[src/rtl/fetch_unit_pkg.sv]
// Shared types for the instruction fetch stage: machine word, instruction,
// fetch FSM states and the buffered {instruction, pc} entry.
package fetch_unit_pkg;

    typedef logic [31:0] word;
    typedef logic [31:0] instr_t;

    localparam word PC_INIT_ADDR = 32'h0000_1000;

    typedef enum logic {
        RELEASE = 1'b0,
        REQ     = 1'b1
    } fetch_state_e;

    typedef struct packed {
        instr_t instr;
        word    pc;
    } fetch_entry_t;

endpackage

[src/rtl/fetch_unit_if.sv]
// Memory-side request/response channel and decode-side valid/ready channel
// of the fetch stage; master is the fetch unit, slave is memory plus decode.
interface fetch_unit_if;
    import fetch_unit_pkg::*;

    logic   instr_req;
    word    instr_addr;
    logic   instr_valid;
    instr_t instr_read;

    logic   out_valid;
    logic   out_ready;
    instr_t out_instr;
    word    out_pc;

    modport master (
        output instr_req, instr_addr,
        input  instr_valid, instr_read,
        output out_valid, out_instr, out_pc,
        input  out_ready
    );

    modport slave (
        input  instr_req, instr_addr,
        output instr_valid, instr_read,
        input  out_valid, out_instr, out_pc,
        output out_ready
    );
endinterface

[src/rtl/fetch_unit_fifo.sv]
// DEPTH-entry instruction buffer; push and pop may coincide even when full,
// and flush empties it in one cycle, overriding any push or pop.
module fetch_fifo
    import fetch_unit_pkg::*;
#(
    parameter int DEPTH = 2
) (
    input  logic         clk,
    input  logic         res,
    input  logic         push,
    input  logic         pop,
    input  logic         flush,
    input  fetch_entry_t wdata,
    output fetch_entry_t rdata,
    output logic         full,
    output logic         empty
);
    localparam int AW = $clog2(DEPTH);

    fetch_entry_t   mem [DEPTH];
    logic [AW-1:0]  rd_ptr_reg;
    logic [AW-1:0]  wr_ptr_reg;
    logic [AW:0]    count_reg;
    logic           do_push;
    logic           do_pop;

    assign empty   = (count_reg == '0);
    assign full    = (count_reg == (AW+1)'(DEPTH));
    assign do_pop  = pop && !empty;
    assign do_push = push && (!full || do_pop);

    always_ff @(posedge clk or negedge res) begin
        if (!res) begin
            rd_ptr_reg <= '0;
            wr_ptr_reg <= '0;
            count_reg  <= '0;
        end else if (flush) begin
            rd_ptr_reg <= '0;
            wr_ptr_reg <= '0;
            count_reg  <= '0;
        end else begin
            if (do_push) wr_ptr_reg <= wr_ptr_reg + AW'(1);
            if (do_pop)  rd_ptr_reg <= rd_ptr_reg + AW'(1);
            count_reg <= count_reg + (AW+1)'(do_push) - (AW+1)'(do_pop);
        end
    end

    // Storage carries no reset; the empty mask below hides stale contents.
    always_ff @(posedge clk) begin
        if (do_push && !flush) mem[wr_ptr_reg] <= wdata;
    end

    assign rdata = empty ? '0 : mem[rd_ptr_reg];

endmodule

[src/rtl/fetch_unit.sv]
// Instruction fetch stage: owns the PC, runs a one-word-at-a-time request
// handshake to memory and queues returned words for decode.
module fetch_unit
    import fetch_unit_pkg::*;
#(
    parameter int  DEPTH     = 2,
    parameter word INIT_ADDR = PC_INIT_ADDR
) (
    input  logic         clk,
    input  logic         res,
    input  logic         redirect,
    input  word          redirect_addr,
    fetch_unit_if.master bus
);
    fetch_state_e state_reg, state_next;
    word          pc_reg, pc_next;
    logic         push, pop, full, empty;
    fetch_entry_t wdata, head;

    assign pop   = bus.out_ready && !empty;
    assign wdata = '{instr: bus.instr_read, pc: pc_reg};

    always_comb begin
        state_next = state_reg;
        pc_next    = pc_reg;
        push       = 1'b0;
        if (redirect) begin
            // Any response in this cycle belongs to the old stream and is dropped.
            state_next = RELEASE;
            pc_next    = redirect_addr & ~32'd3;
        end else begin
            unique case (state_reg)
                RELEASE: if (!full || pop) state_next = REQ;
                REQ: begin
                    if (bus.instr_valid) begin
                        push       = 1'b1;
                        pc_next    = pc_reg + 32'd4;
                        state_next = RELEASE;
                    end
                end
                default: state_next = RELEASE;
            endcase
        end
    end

    always_ff @(posedge clk or negedge res) begin
        if (!res) begin
            state_reg <= RELEASE;
            pc_reg    <= INIT_ADDR;
        end else begin
            state_reg <= state_next;
            pc_reg    <= pc_next;
        end
    end

    fetch_fifo #(.DEPTH(DEPTH)) u_fifo (
        .clk   (clk),
        .res   (res),
        .push  (push),
        .pop   (pop),
        .flush (redirect),
        .wdata (wdata),
        .rdata (head),
        .full  (full),
        .empty (empty)
    );

    assign bus.instr_req  = (state_reg == REQ);
    assign bus.instr_addr = pc_reg;
    assign bus.out_valid  = !empty;
    assign bus.out_instr  = head.instr;
    assign bus.out_pc     = head.pc;

endmodule

[src/flat_wrapper.sv]
// flat-port wrapper written by rule: the top's interface ports become plain ports
module fetch_unit_flat import fetch_unit_pkg::*;
#(
    parameter int  DEPTH     = 2,
    parameter word INIT_ADDR = PC_INIT_ADDR
)
  (clk, res, redirect, redirect_addr, bus_instr_req, bus_instr_addr, bus_instr_valid, bus_instr_read, bus_out_valid, bus_out_instr, bus_out_pc, bus_out_ready);
  fetch_unit_if bus_i ();
  input  logic clk;
  input  logic res;
  input  logic redirect;
  input  word redirect_addr;
  output wire logic [$bits(bus_i.instr_req)-1:0] bus_instr_req;
  output wire logic [$bits(bus_i.instr_addr)-1:0] bus_instr_addr;
  input wire logic [$bits(bus_i.instr_valid)-1:0] bus_instr_valid;
  input wire logic [$bits(bus_i.instr_read)-1:0] bus_instr_read;
  output wire logic [$bits(bus_i.out_valid)-1:0] bus_out_valid;
  output wire logic [$bits(bus_i.out_instr)-1:0] bus_out_instr;
  output wire logic [$bits(bus_i.out_pc)-1:0] bus_out_pc;
  input wire logic [$bits(bus_i.out_ready)-1:0] bus_out_ready;
  assign bus_instr_req = bus_i.instr_req;
  assign bus_instr_addr = bus_i.instr_addr;
  assign bus_i.instr_valid = bus_instr_valid;
  assign bus_i.instr_read = bus_instr_read;
  assign bus_out_valid = bus_i.out_valid;
  assign bus_out_instr = bus_i.out_instr;
  assign bus_out_pc = bus_i.out_pc;
  assign bus_i.out_ready = bus_out_ready;
  fetch_unit #(.DEPTH(DEPTH), .INIT_ADDR(INIT_ADDR)) u_core (.clk(clk), .res(res), .redirect(redirect), .redirect_addr(redirect_addr), .bus(bus_i));
endmodule
[config.mk]
export PLATFORM = sky130hd
export DESIGN_NAME = fetch_unit_flat
export DESIGN_NICKNAME = d
export VERILOG_FILES = /design/src/rtl/fetch_unit_pkg.sv /design/src/rtl/fetch_unit_if.sv /design/src/rtl/fetch_unit_fifo.sv /design/src/rtl/fetch_unit.sv /design/src/flat_wrapper.sv
export SDC_FILE = /design/constraint.sdc
export NUM_CORES = 1
export LEC_CHECK = 0
export ABC_AREA = 1
export ABC_CLOCK_PERIOD_IN_PS = 7200
export CAP_MARGIN = 20
export CORE_ASPECT_RATIO = 1.25
export CORE_UTILIZATION = 25
export CTS_CLUSTER_SIZE = 10
export DETAILED_ROUTE_END_ITERATION = 10
export PLACE_DENSITY = 0.5
export RECOVER_POWER = 100
export SKIP_CTS_REPAIR_TIMING = 1
export SLEW_MARGIN = 25
export SYNTH_ARGS = -nofsm -noshare
export SYNTH_HDL_FRONTEND = slang
export SYNTH_HIERARCHICAL = 1
export SYNTH_SLANG_ARGS = --single-unit
[constraint.sdc]
create_clock -name clk -period 7.2 [get_ports clk]
set_clock_uncertainty 0.05 [all_clocks]
set_input_delay 0.72 -clock clk [delete_from_list [all_inputs] [get_ports clk]]
set_output_delay 0.72 -clock clk [all_outputs]
set_load 0.02 [all_outputs]
==> impl_metrics.ini, run 1 <==
[floorplan]
core_area_sq_mm = 0.0295
rows = 70
die_h_microns = 197
die_area_sq_mm = 0.0310
fp.dieW_microns = 158
start_util_pct = 25.7
io_pins = 167

[cells_and_area]
final_util_pct = 34.2
diodes = 0
multi_input_area_sq_mm = 0.00244
nNetsFinal = 970
final-seq-area_sq_mm = 0.00472
nFillCells = 3021
area_delta_synth_final_pct = 32.9
stdcell_count = 1308
largest_reg_flops = 128
drive_gt1_share_pct = 12.4

[setup_path]
crit_path_top_delay_cell = clkbuf_1
cp.required_ns = 6.43
arrival_ns = 4.45
critical_path.top_delay_family = buffers and inverters
critPathMaxStageDelay_ns = 2.21
crit_path_cell_trace = inv_2, nand2_4, clkinv_2, clkbuf_1, a21oi_1, dlygate4sd3_1
cp_max_fo = 42
r2r_start = u_core/u_fifo/count_reg[1]
cp_num_buf_inv = 4
cp-startpoint = u_core/u_fifo/count_reg[1]
r2r_slack_ns = 2.54
start_kind = flip-flop
worst_setup_path_end_kind = output pin
worstSetupPathType = reg -> out

[clock_tree]
worstSkewPairLatency_ns = 0.44
cts_root_buf = clkbuf_16
clockBufferDepth = 2
cts_htree_levels = 4
cts_tree = done
cts_buffers = 17
clk_pin_slew_ns = 0.07
cts.sinks = 163

[routing]
wirelength_microns = 20900
vias_per_cell = 4.29
drt_pass1_iterations = 4
drc = 0
post_drt_wl_per_cell_microns = 15.9
vias = 5605
postRouteAntennaNets = 0
drt-initial-drc-count = 246

[synth]
yosysWarnings = 6
ys.flop_type = edfxtp_1
async_reset_ff_share_pct = 21.5
synth.top_cell.area_share_pct = 50.7
synth_top_cell_by_area = edfxtp_1
synth_cells = 734
synth.distinct_cells = 34
synth_edf_count = 128
yosysSeqAreaShare_pct = 62.2
synth_area_sq_mm = 0.00759
synth_seq_cells = 163
yosysMostFrequentCell = nand2_1
avgSynthCellArea_sq_um = 10.3
synth_top_cells_by_count = nand2_1, edfxtp_1, a21oi_2, nor2_1, inv_1
synthTopCellsByArea = edfxtp_1, nand2_1, dfrtp_1, a21oi_2, nand3_1

[min_path]
hp-class = reg -> reg
min_from = u_core/u_fifo/wr_ptr_reg

[pwr]
p_leak_uw = 0.00388
vdd_drop_max_v = 0.000113
powerDensity_mw_per_mm2 = 227
power_uw = 2290

[place]
io_buffer_count = 162
routabilityCongestion = 0.831
dp_hpwl_microns = 13600
post-place-cells = 1276
place_ws_ns = 3.70

[timing]
fin_setup_tns_ns = 0
fmax_ghz = 0.192
hold_violations = 0
timing.final.crit_share_pct = 72.5
slew_violations = 146
relSlewSlack_pct = -104
period_needed_ns = 5.22
setup_ws_ns = 1.98
worstMarginPinSlew_ns = 3.07
setup_viol = 0
rsz0062_at_grt = false

[global_route]
grt_pass1_vias = 5490
grt_overflow = 0
antenna_found_initial = 0
grt_usage_pct = 13.9
grt_pass1_wl_microns = 31900
grt_max_degree = 66

[status]
status = finished with violations
violations = capacitance limit, slew limit

[job]
drv_cap = 5
layout by cell type, fill, tap and decap left out, types with 3 or more instances in the layout:
cell type | synthesis | routed
dlygate4sd3_1 | 0 | 116
clkbuf_1 | 3 | 8
nand4_1 | 3 | 3
clkdlybuf4s50_1 | 0 | 46
nor2_4 | 4 | 4
nor2_2 | 10 | 10
nand2_4 | 3 | 3
a21oi_2 | 50 | 50
clkbuf_16 | 0 | 17
xnor2_1 | 3 | 3
a21oi_1 | 19 | 19
o211ai_1 | 5 | 5
xor2_1 | 6 | 6
nand2_1 | 276 | 277
edfxtp_1 | 128 | 128
inv_2 | 7 | 4
clkinvlp_4 | 0 | 4
dfrtp_1 | 34 | 33
conb_1 | 1 | 6
nand3_1 | 38 | 38
o21bai_1 | 3 | 3
o21ai_0 | 12 | 13
inv_1 | 40 | 42
nor2_1 | 43 | 43
nand2_2 | 6 | 5
power breakdown:
group,internal [uW],switching [uW]
Sequential,1050,51.0
Combinational,116,162
Clock,518,394
cells by family (layout without fill, tap and decap cells):
group           after synthesis  in the layout  share of synthesized area, %
compound gates               93             93                          8.92
xor+xnor                      9              9                          1.04
fa+ha+maj                     2              2                         0.330
buf+inv                      77            250                          5.89
flops                       163            163                          62.2
other cells                   1              6                        0.0494
simple gates                389            389                          21.5
per-layer routing:
metal	track usage (%)	up-vias	wire length, microns
li1	-	2751	-
met1	17.1	2677	8900
met2	23.9	157	10500
met3	2.90	20	1100
met4	4.96	0	372
met5	0	-	0
path summary, 6_finish.rpt:
| path | end | depth (start not counted) |
|---|---|---|
| worst max-delay path | bus_out_instr[27] | 6 |
| worst min-delay path | u_core/u_fifo/wr_ptr_reg | 3 |
| worst max register to register | u_core/u_fifo/mem[0][22] | 9 |
| worst min register to register | u_core/u_fifo/wr_ptr_reg | 3 |
| max in group asynchronous | u_core/u_fifo/rd_ptr_reg | 2 |
| min in group asynchronous | u_core/bus.instr_addr[30] | 2 |
layout make-up:
type                    count  area share [%]
clock buffers              19            4.29
clock inverters            13            1.51
inverters                  47            1.76
multi-input cells         499            24.2
flip-flops and latches    163            46.8
well taps                 396            4.91
repair buffers            171            16.5
through the flow:
stage / hold WS (ns) / instance area (sq um)
floorplan: 0.374 / 7600
global placement: 0.530 / 9530
detailed placement: 0.527 / 9530
CTS: 0.545 / 10100
global route: 0.604 / 10100
finish: 0.541 / 10100
worst register-to-register path: stages (launching register included):
cell,delay [ns]
dfrtp_1,0.39
inv_2,0.06
nand2_4,0.07
clkinv_2,0.45
inv_1,0.21
nand2_1,0.14
inv_1,0.14
o21ai_0,0.19
nor2_1,1.25
clkbuf_2,1.25
(Power assumes the default switching activity.)
==> inputs of run 2 (changes only) <==
--- a/config.mk
+++ b/config.mk
@@ -6,13 +6,13 @@
 export NUM_CORES = 1
 export LEC_CHECK = 0
 export ABC_AREA = 1
-export ABC_CLOCK_PERIOD_IN_PS = 7200
+export ABC_CLOCK_PERIOD_IN_PS = 4700
 export CAP_MARGIN = 20
 export CORE_ASPECT_RATIO = 1.25
 export CORE_UTILIZATION = 25
 export CTS_CLUSTER_SIZE = 10
 export DETAILED_ROUTE_END_ITERATION = 10
-export PLACE_DENSITY = 0.5
+export PLACE_DENSITY = 0.52
 export RECOVER_POWER = 100
 export SKIP_CTS_REPAIR_TIMING = 1
 export SLEW_MARGIN = 25
==> constraint.sdc (replaced) <==
create_clock -name clk -period 4.7 [get_ports clk]
set_clock_uncertainty 0.05 [all_clocks]
set_input_delay 0.47 -clock clk [delete_from_list [all_inputs] [get_ports clk]]
set_output_delay 0.47 -clock clk [all_outputs]
set_load 0.02 [all_outputs]
==> run 2 against run 1 <==
Net effect: the flow still finishes with violations (capacitance limit, slew limit); critical path depth unchanged; register-to-register slack worse by 1.3 ns; combinational power up 51%; sequential share of layout area up 0.081 points; final cell count unchanged; clock power up 46%; critical path type unchanged; critical endpoint is now bus_out_instr[31]; largest cell class unchanged.
==> impl_metrics.ini, run 2 (same netlist as run 1, synthesis figures left out) <==
[cells_and_area]
nNetsFinal = 970
final_common_cell = nand2_1
largest_reg_flops = 128
diodes = 0
final_util_pct = 34.1
drive_gt1_share_pct = 11.3
nFillCells = 3016
area_delta_synth_final_pct = 32.7
layout_common_cells = nand2_1, edfxtp_1, dlygate4sd3_1, inv_1

[global_route]
antenna_found_initial = 0
grt_max_degree = 66
grt_pass1_vias = 5599
grt_usage_pct = 13.8
grt_pass1_wl_microns = 31500
grt_overflow = 0

[timing]
timing.final.crit_share_pct = 79.7
period_needed_ns = 3.74
whs_ns = 0.373
worstMarginPinSlew_ns = 1.64
relSlewSlack_pct = -9.23
setup_viol = 0
hold_violations = 0
rsz0062_at_grt = false
fin_setup_tns_ns = 0
slew_violations = 28
fmax_ghz = 0.267

[routing]
vias_per_cell = 4.26
wirelength_microns = 20600
drc = 0
drt_pass1_iterations = 6
postRouteAntennaNets = 0
post_drt_wl_per_cell_microns = 15.7
drt-initial-drc-count = 286
vias = 5573

[pwr]
vdd_drop_max_v = 0.000166
p_clk_share_pct = 38.7
p_sw_uw = 879
p_int_uw = 2560
switching_share_pct = 25.6
powerDensity_mw_per_mm2 = 342
seqPwrFrac_pct = 49.1
p_comb_share_pct = 12.2
p_leak_uw = 0.00392

[floorplan]
fp.dieW_microns = 158
start_util_pct = 25.7
rows = 70
core_area_sq_mm = 0.0295
io_pins = 167
die_area_sq_mm = 0.0310
die_h_microns = 197

[place]
routabilityCongestion = 0.840
io_buffer_count = 162
dp_hpwl_microns = 13900

[setup_path]
worstSetupPathType = reg -> out
reg2reg_to = u_core/u_fifo/mem[1][45]
start_kind = flip-flop
r2r_start = u_core/u_fifo/count_reg[1]
arrival_ns = 3.22
cp-startpoint = u_core/u_fifo/count_reg[1]
r2r_slack_ns = 1.21
critical_path.top_delay_family = buffers and inverters
cp_num_buf_inv = 4
worst_setup_path_end_kind = output pin
cp_max_fo = 50
crit_path_cell_trace = inv_1, nand2_1, clkinvlp_2, buf_4, a21oi_1, dlygate4sd3_1
crit_path_top_delay_cell = dlygate4sd3_1
cp.required_ns = 4.18
critPathMaxStageDelay_ns = 0.73
ff2ff_path_depth = 9

[clock_tree]
clk_pin_slew_ns = 0.06
clockBufferDepth = 2
cts_tree = done
cts_htree_levels = 4
cts.sinks = 163
worstSkewPairLatency_ns = 0.43
cts_buffers = 17
cts_root_buf = clkbuf_16

[min_path]
hp-class = in -> async

[status]
status = finished with violations
violations = capacitance limit, slew limit

[job]
drv_cap = 1
[run 2: changes by cell type in the layout (fill, tap and decap cells not counted), moves of 2 or more]
cell / change
clkbuf_1: -5
buf_4: +3
inv_8: -2
clkinv_4: +3
dlygate4sd3_1: +5
a21oi_1: +8
clkinvlp_4: -4
a21oi_2: -8
clkinv_1: +6
clkdlybuf4s50_1: -5
[run 2: worst max-delay path by stage]
stage                                 to  slack (ns)  depth (start not counted)
3_5_place_dp    u_core/u_fifo/mem[0][50]        1.65                          5
6_report               bus_out_instr[31]        0.96                          6
3_3_place_gp    u_core/u_fifo/mem[1][50]        1.65                          5
5_1_grt        u_core/bus.instr_addr[20]        0.67                          8
2_1_floorplan    u_core/u_fifo/mem[0][0]        0.32                          9
4_1_cts                   bus_out_pc[15]        1.35                          5
[run 2: area by class of cell]
class	count	area [sq um]	area share, %
sequential	163	4720	46.9
multi-input combinational	499	2420	24.0
timing repair buffer	171	1690	16.8
tap	396	495	4.92
clock buffer	17	425	4.23
inverter	47	178	1.76
clock inverter	15	140	1.39
[run 2: per-stage QoR]
stage | instance area, sq um | total power, uW | cells | setup slack [ns]
finish | 10100 | 3440 | 1308 | 0.955
global route | 10100 | 3600 | 1308 | 0.673
CTS | 10100 | 3540 | 1308 | 1.35
detailed placement | 9550 | 2180 | 1276 | 1.65
global placement | 9550 | 2180 | 1276 | 1.65
floorplan | 7610 | 1940 | 739 | 0.320
[run 2: power by group through the flow]
stage	Clock, uW	Combinational (uW)	Sequential [uW]
2_1_floorplan	0	213	1730
3_3_place_gp	0	453	1720
3_5_place_dp	0	455	1730
4_1_cts	1380	457	1700
5_1_grt	1440	459	1700
6_report	1330	419	1690
[run 2: layer usage]
| metal | global-route usage, % | wire, microns | vias up | share of wire (%) |
|---|---|---|---|---|
| li1 | - | - | 2757 | - |
| met1 | 15.7 | 8330 | 2645 | 41 |
| met2 | 24.8 | 10800 | 155 | 53 |
| met3 | 3.03 | 1060 | 16 | 5.2 |
| met4 | 5.47 | 358 | 0 | 1.7 |
| met5 | 0 | 0 | - | 0 |
[run 2: worst register-to-register path, delay by kind of cell, from the launching register on]
family / cells / cell delay, ns
AO/OA/AOI/OAI: 1 / 0.29
flip-flops: 1 / 0.37
AND/OR/NAND/NOR: 3 / 0.53
buffers and inverters: 5 / 1.85
==> inputs of run 3 (changes only) <==
--- a/config.mk
+++ b/config.mk
@@ -6,7 +6,7 @@
 export NUM_CORES = 1
 export LEC_CHECK = 0
 export ABC_AREA = 1
-export ABC_CLOCK_PERIOD_IN_PS = 4700
+export ABC_CLOCK_PERIOD_IN_PS = 3050
 export CAP_MARGIN = 20
 export CORE_ASPECT_RATIO = 1.25
 export CORE_UTILIZATION = 25
==> constraint.sdc (replaced) <==
create_clock -name clk -period 3.05 [get_ports clk]
set_clock_uncertainty 0.05 [all_clocks]
set_input_delay 0.305 -clock clk [delete_from_list [all_inputs] [get_ports clk]]
set_output_delay 0.305 -clock clk [all_outputs]
set_load 0.02 [all_outputs]
==> run 3 against run 2 <==
Net effect: the flow still finishes with violations (capacitance limit, slew limit); flip-flop and latch count unchanged; global-route usage increased by 0.24 points; non-clock buffer count increased by 4; critical path depth decreased by 1; sequential share of layout area decreased by 0.29 points; power increased by 56%; die area unchanged; cell area increased by 0.65%; clock power increased by 59%; final cell count increased by 0.31%.
==> impl_metrics.ini, run 3 (same netlist as run 1, synthesis figures left out) <==
[routing]
vias_per_cell = 4.25
post_drt_wl_per_cell_microns = 15.9
wirelength_microns = 20900
drt-initial-drc-count = 239
vias = 5570
drt_pass1_iterations = 5
postRouteAntennaNets = 0
drc = 0

[clock_tree]
cts_tree = done
cts_htree_levels = 4
clockBufferDepth = 2
cts_root_buf = clkbuf_16
clk_pin_slew_ns = 0.07
cts_buffers = 17
worstSkewPairLatency_ns = 0.42
cts.sinks = 163

[place]
routabilityCongestion = 0.827
io_buffer_count = 162
dp_hpwl_microns = 13800
postPlaceCellArea_sq_mm = 0.00962

[global_route]
grt_pass1_vias = 5562
grt_usage_pct = 14.0
grt_max_degree = 66
grt_overflow = 0
antenna_found_initial = 0
grt_pass1_wl_microns = 31700

[cells_and_area]
largest_reg_flops = 128
final_util_pct = 34.3
drive_gt1_share_pct = 12.9
area_delta_synth_final_pct = 33.6
layout_common_cells = nand2_1, edfxtp_1, dlygate4sd3_1, a21oi_2, nor2_1
nNetsFinal = 974
final_common_cell = nand2_1
nFillCells = 3007
final-seq-area_sq_mm = 0.00472
diodes = 0
final_cell_area_sq_mm = 0.0101
multi_input_area_sq_mm = 0.00245

[pwr]
p_int_uw = 4020
power_uw = 5380
p_clk_share_pct = 39.4
p_leak_uw = 0.00394
p_sw_uw = 1360
vdd_drop_max_v = 0.000290
p_comb_share_pct = 12.2
switching_share_pct = 25.3
powerDensity_mw_per_mm2 = 530
seqPwrFrac_pct = 48.4

[setup_path]
crit_path_top_delay_cell = dlygate4sd3_1
worst_setup_path_end_kind = output pin
arrival_ns = 2.37
start_kind = flip-flop
critPathMaxStageDelay_ns = 0.69
cp_max_fo = 39
crit_path_cell_trace = inv_2, clkbuf_4, nand2_1, a21oi_2, dlygate4sd3_1
cp.required_ns = 2.69
worstSetupPathType = reg -> out

[floorplan]
die_h_microns = 197
start_util_pct = 25.7
die_area_sq_mm = 0.0310
fp.dieW_microns = 158
rows = 70
core_area_sq_mm = 0.0295
io_pins = 167

[timing]
fin_setup_tns_ns = 0
period_needed_ns = 2.73
setup_viol = 0
timing.final.crit_share_pct = 89.4
relSlewSlack_pct = -40.9
whs_ns = 0.392
worstMarginPinSlew_ns = 2.11
slew_violations = 36
rsz0062_at_grt = false
fmax_ghz = 0.367
hold_violations = 0

[min_path]
hp-class = in -> reg

[status]
violations = capacitance limit, slew limit
status = finished with violations

[job]
drv_cap = 1
[run 3: critical path, delay by kind of cell, from the launching register on]
kind                   cells  cell delay [ns]
flip-flops                 1             0.43
buffers and inverters      3             1.21
AO/OA/AOI/OAI              1             0.15
AND/OR/NAND/NOR            1             0.13
[run 3: routing by layer]
metal | GRT usage, % | part of all wire [%]
met2 | 24.8 | 52
met1 | 16.3 | 42
met4 | 4.75 | 1.1
met3 | 3.47 | 5.6
met5 | 0 | 0
[run 3: metrics by stage]
step / cells / setup slack [ns]
final: 1312 / 0.323
after global routing: 1312 / 0.154
after CTS: 1312 / 0.376
after global placement: 1280 / 0.293
after detailed placement: 1280 / 0.300
after floorplan: 739 / 0.00289
[run 3: power groups by stage]
stage | combinational (uW) | clock (uW) | sequential [uW]
floorplan | 335 | 0 | 2660
global placement | 705 | 0 | 2660
detailed placement | 711 | 0 | 2660
CTS | 714 | 2180 | 2610
global route | 716 | 2270 | 2620
finish | 654 | 2120 | 2600
[run 3: cell type report]
type                    instances  area share (%)
flip-flops and latches        163            46.6
multi-input cells             499            24.1
repair buffers                175            16.7
clock buffers                  27            5.51
well taps                     396            4.89
inverters                      47            1.78
clock inverters                 5           0.321
[run 3: final timing paths]
path	startpoint	endpoint	slack, ns	cells after the start
max in group asynchronous	res	u_core/bus.instr_req	0.60	2
max	u_core/u_fifo/rd_ptr_reg	bus_out_pc[23]	0.32	5
min	redirect_addr[18]	u_core/bus.instr_addr[18]	0.39	3
min reg2reg	u_core/bus.instr_addr[31]	u_core/u_fifo/mem[1][31]	0.54	0
min in group asynchronous	res	u_core/bus.instr_addr[30]	0.97	2
max reg2reg	u_core/u_fifo/count_reg[1]	u_core/u_fifo/mem[0][45]	0.38	9
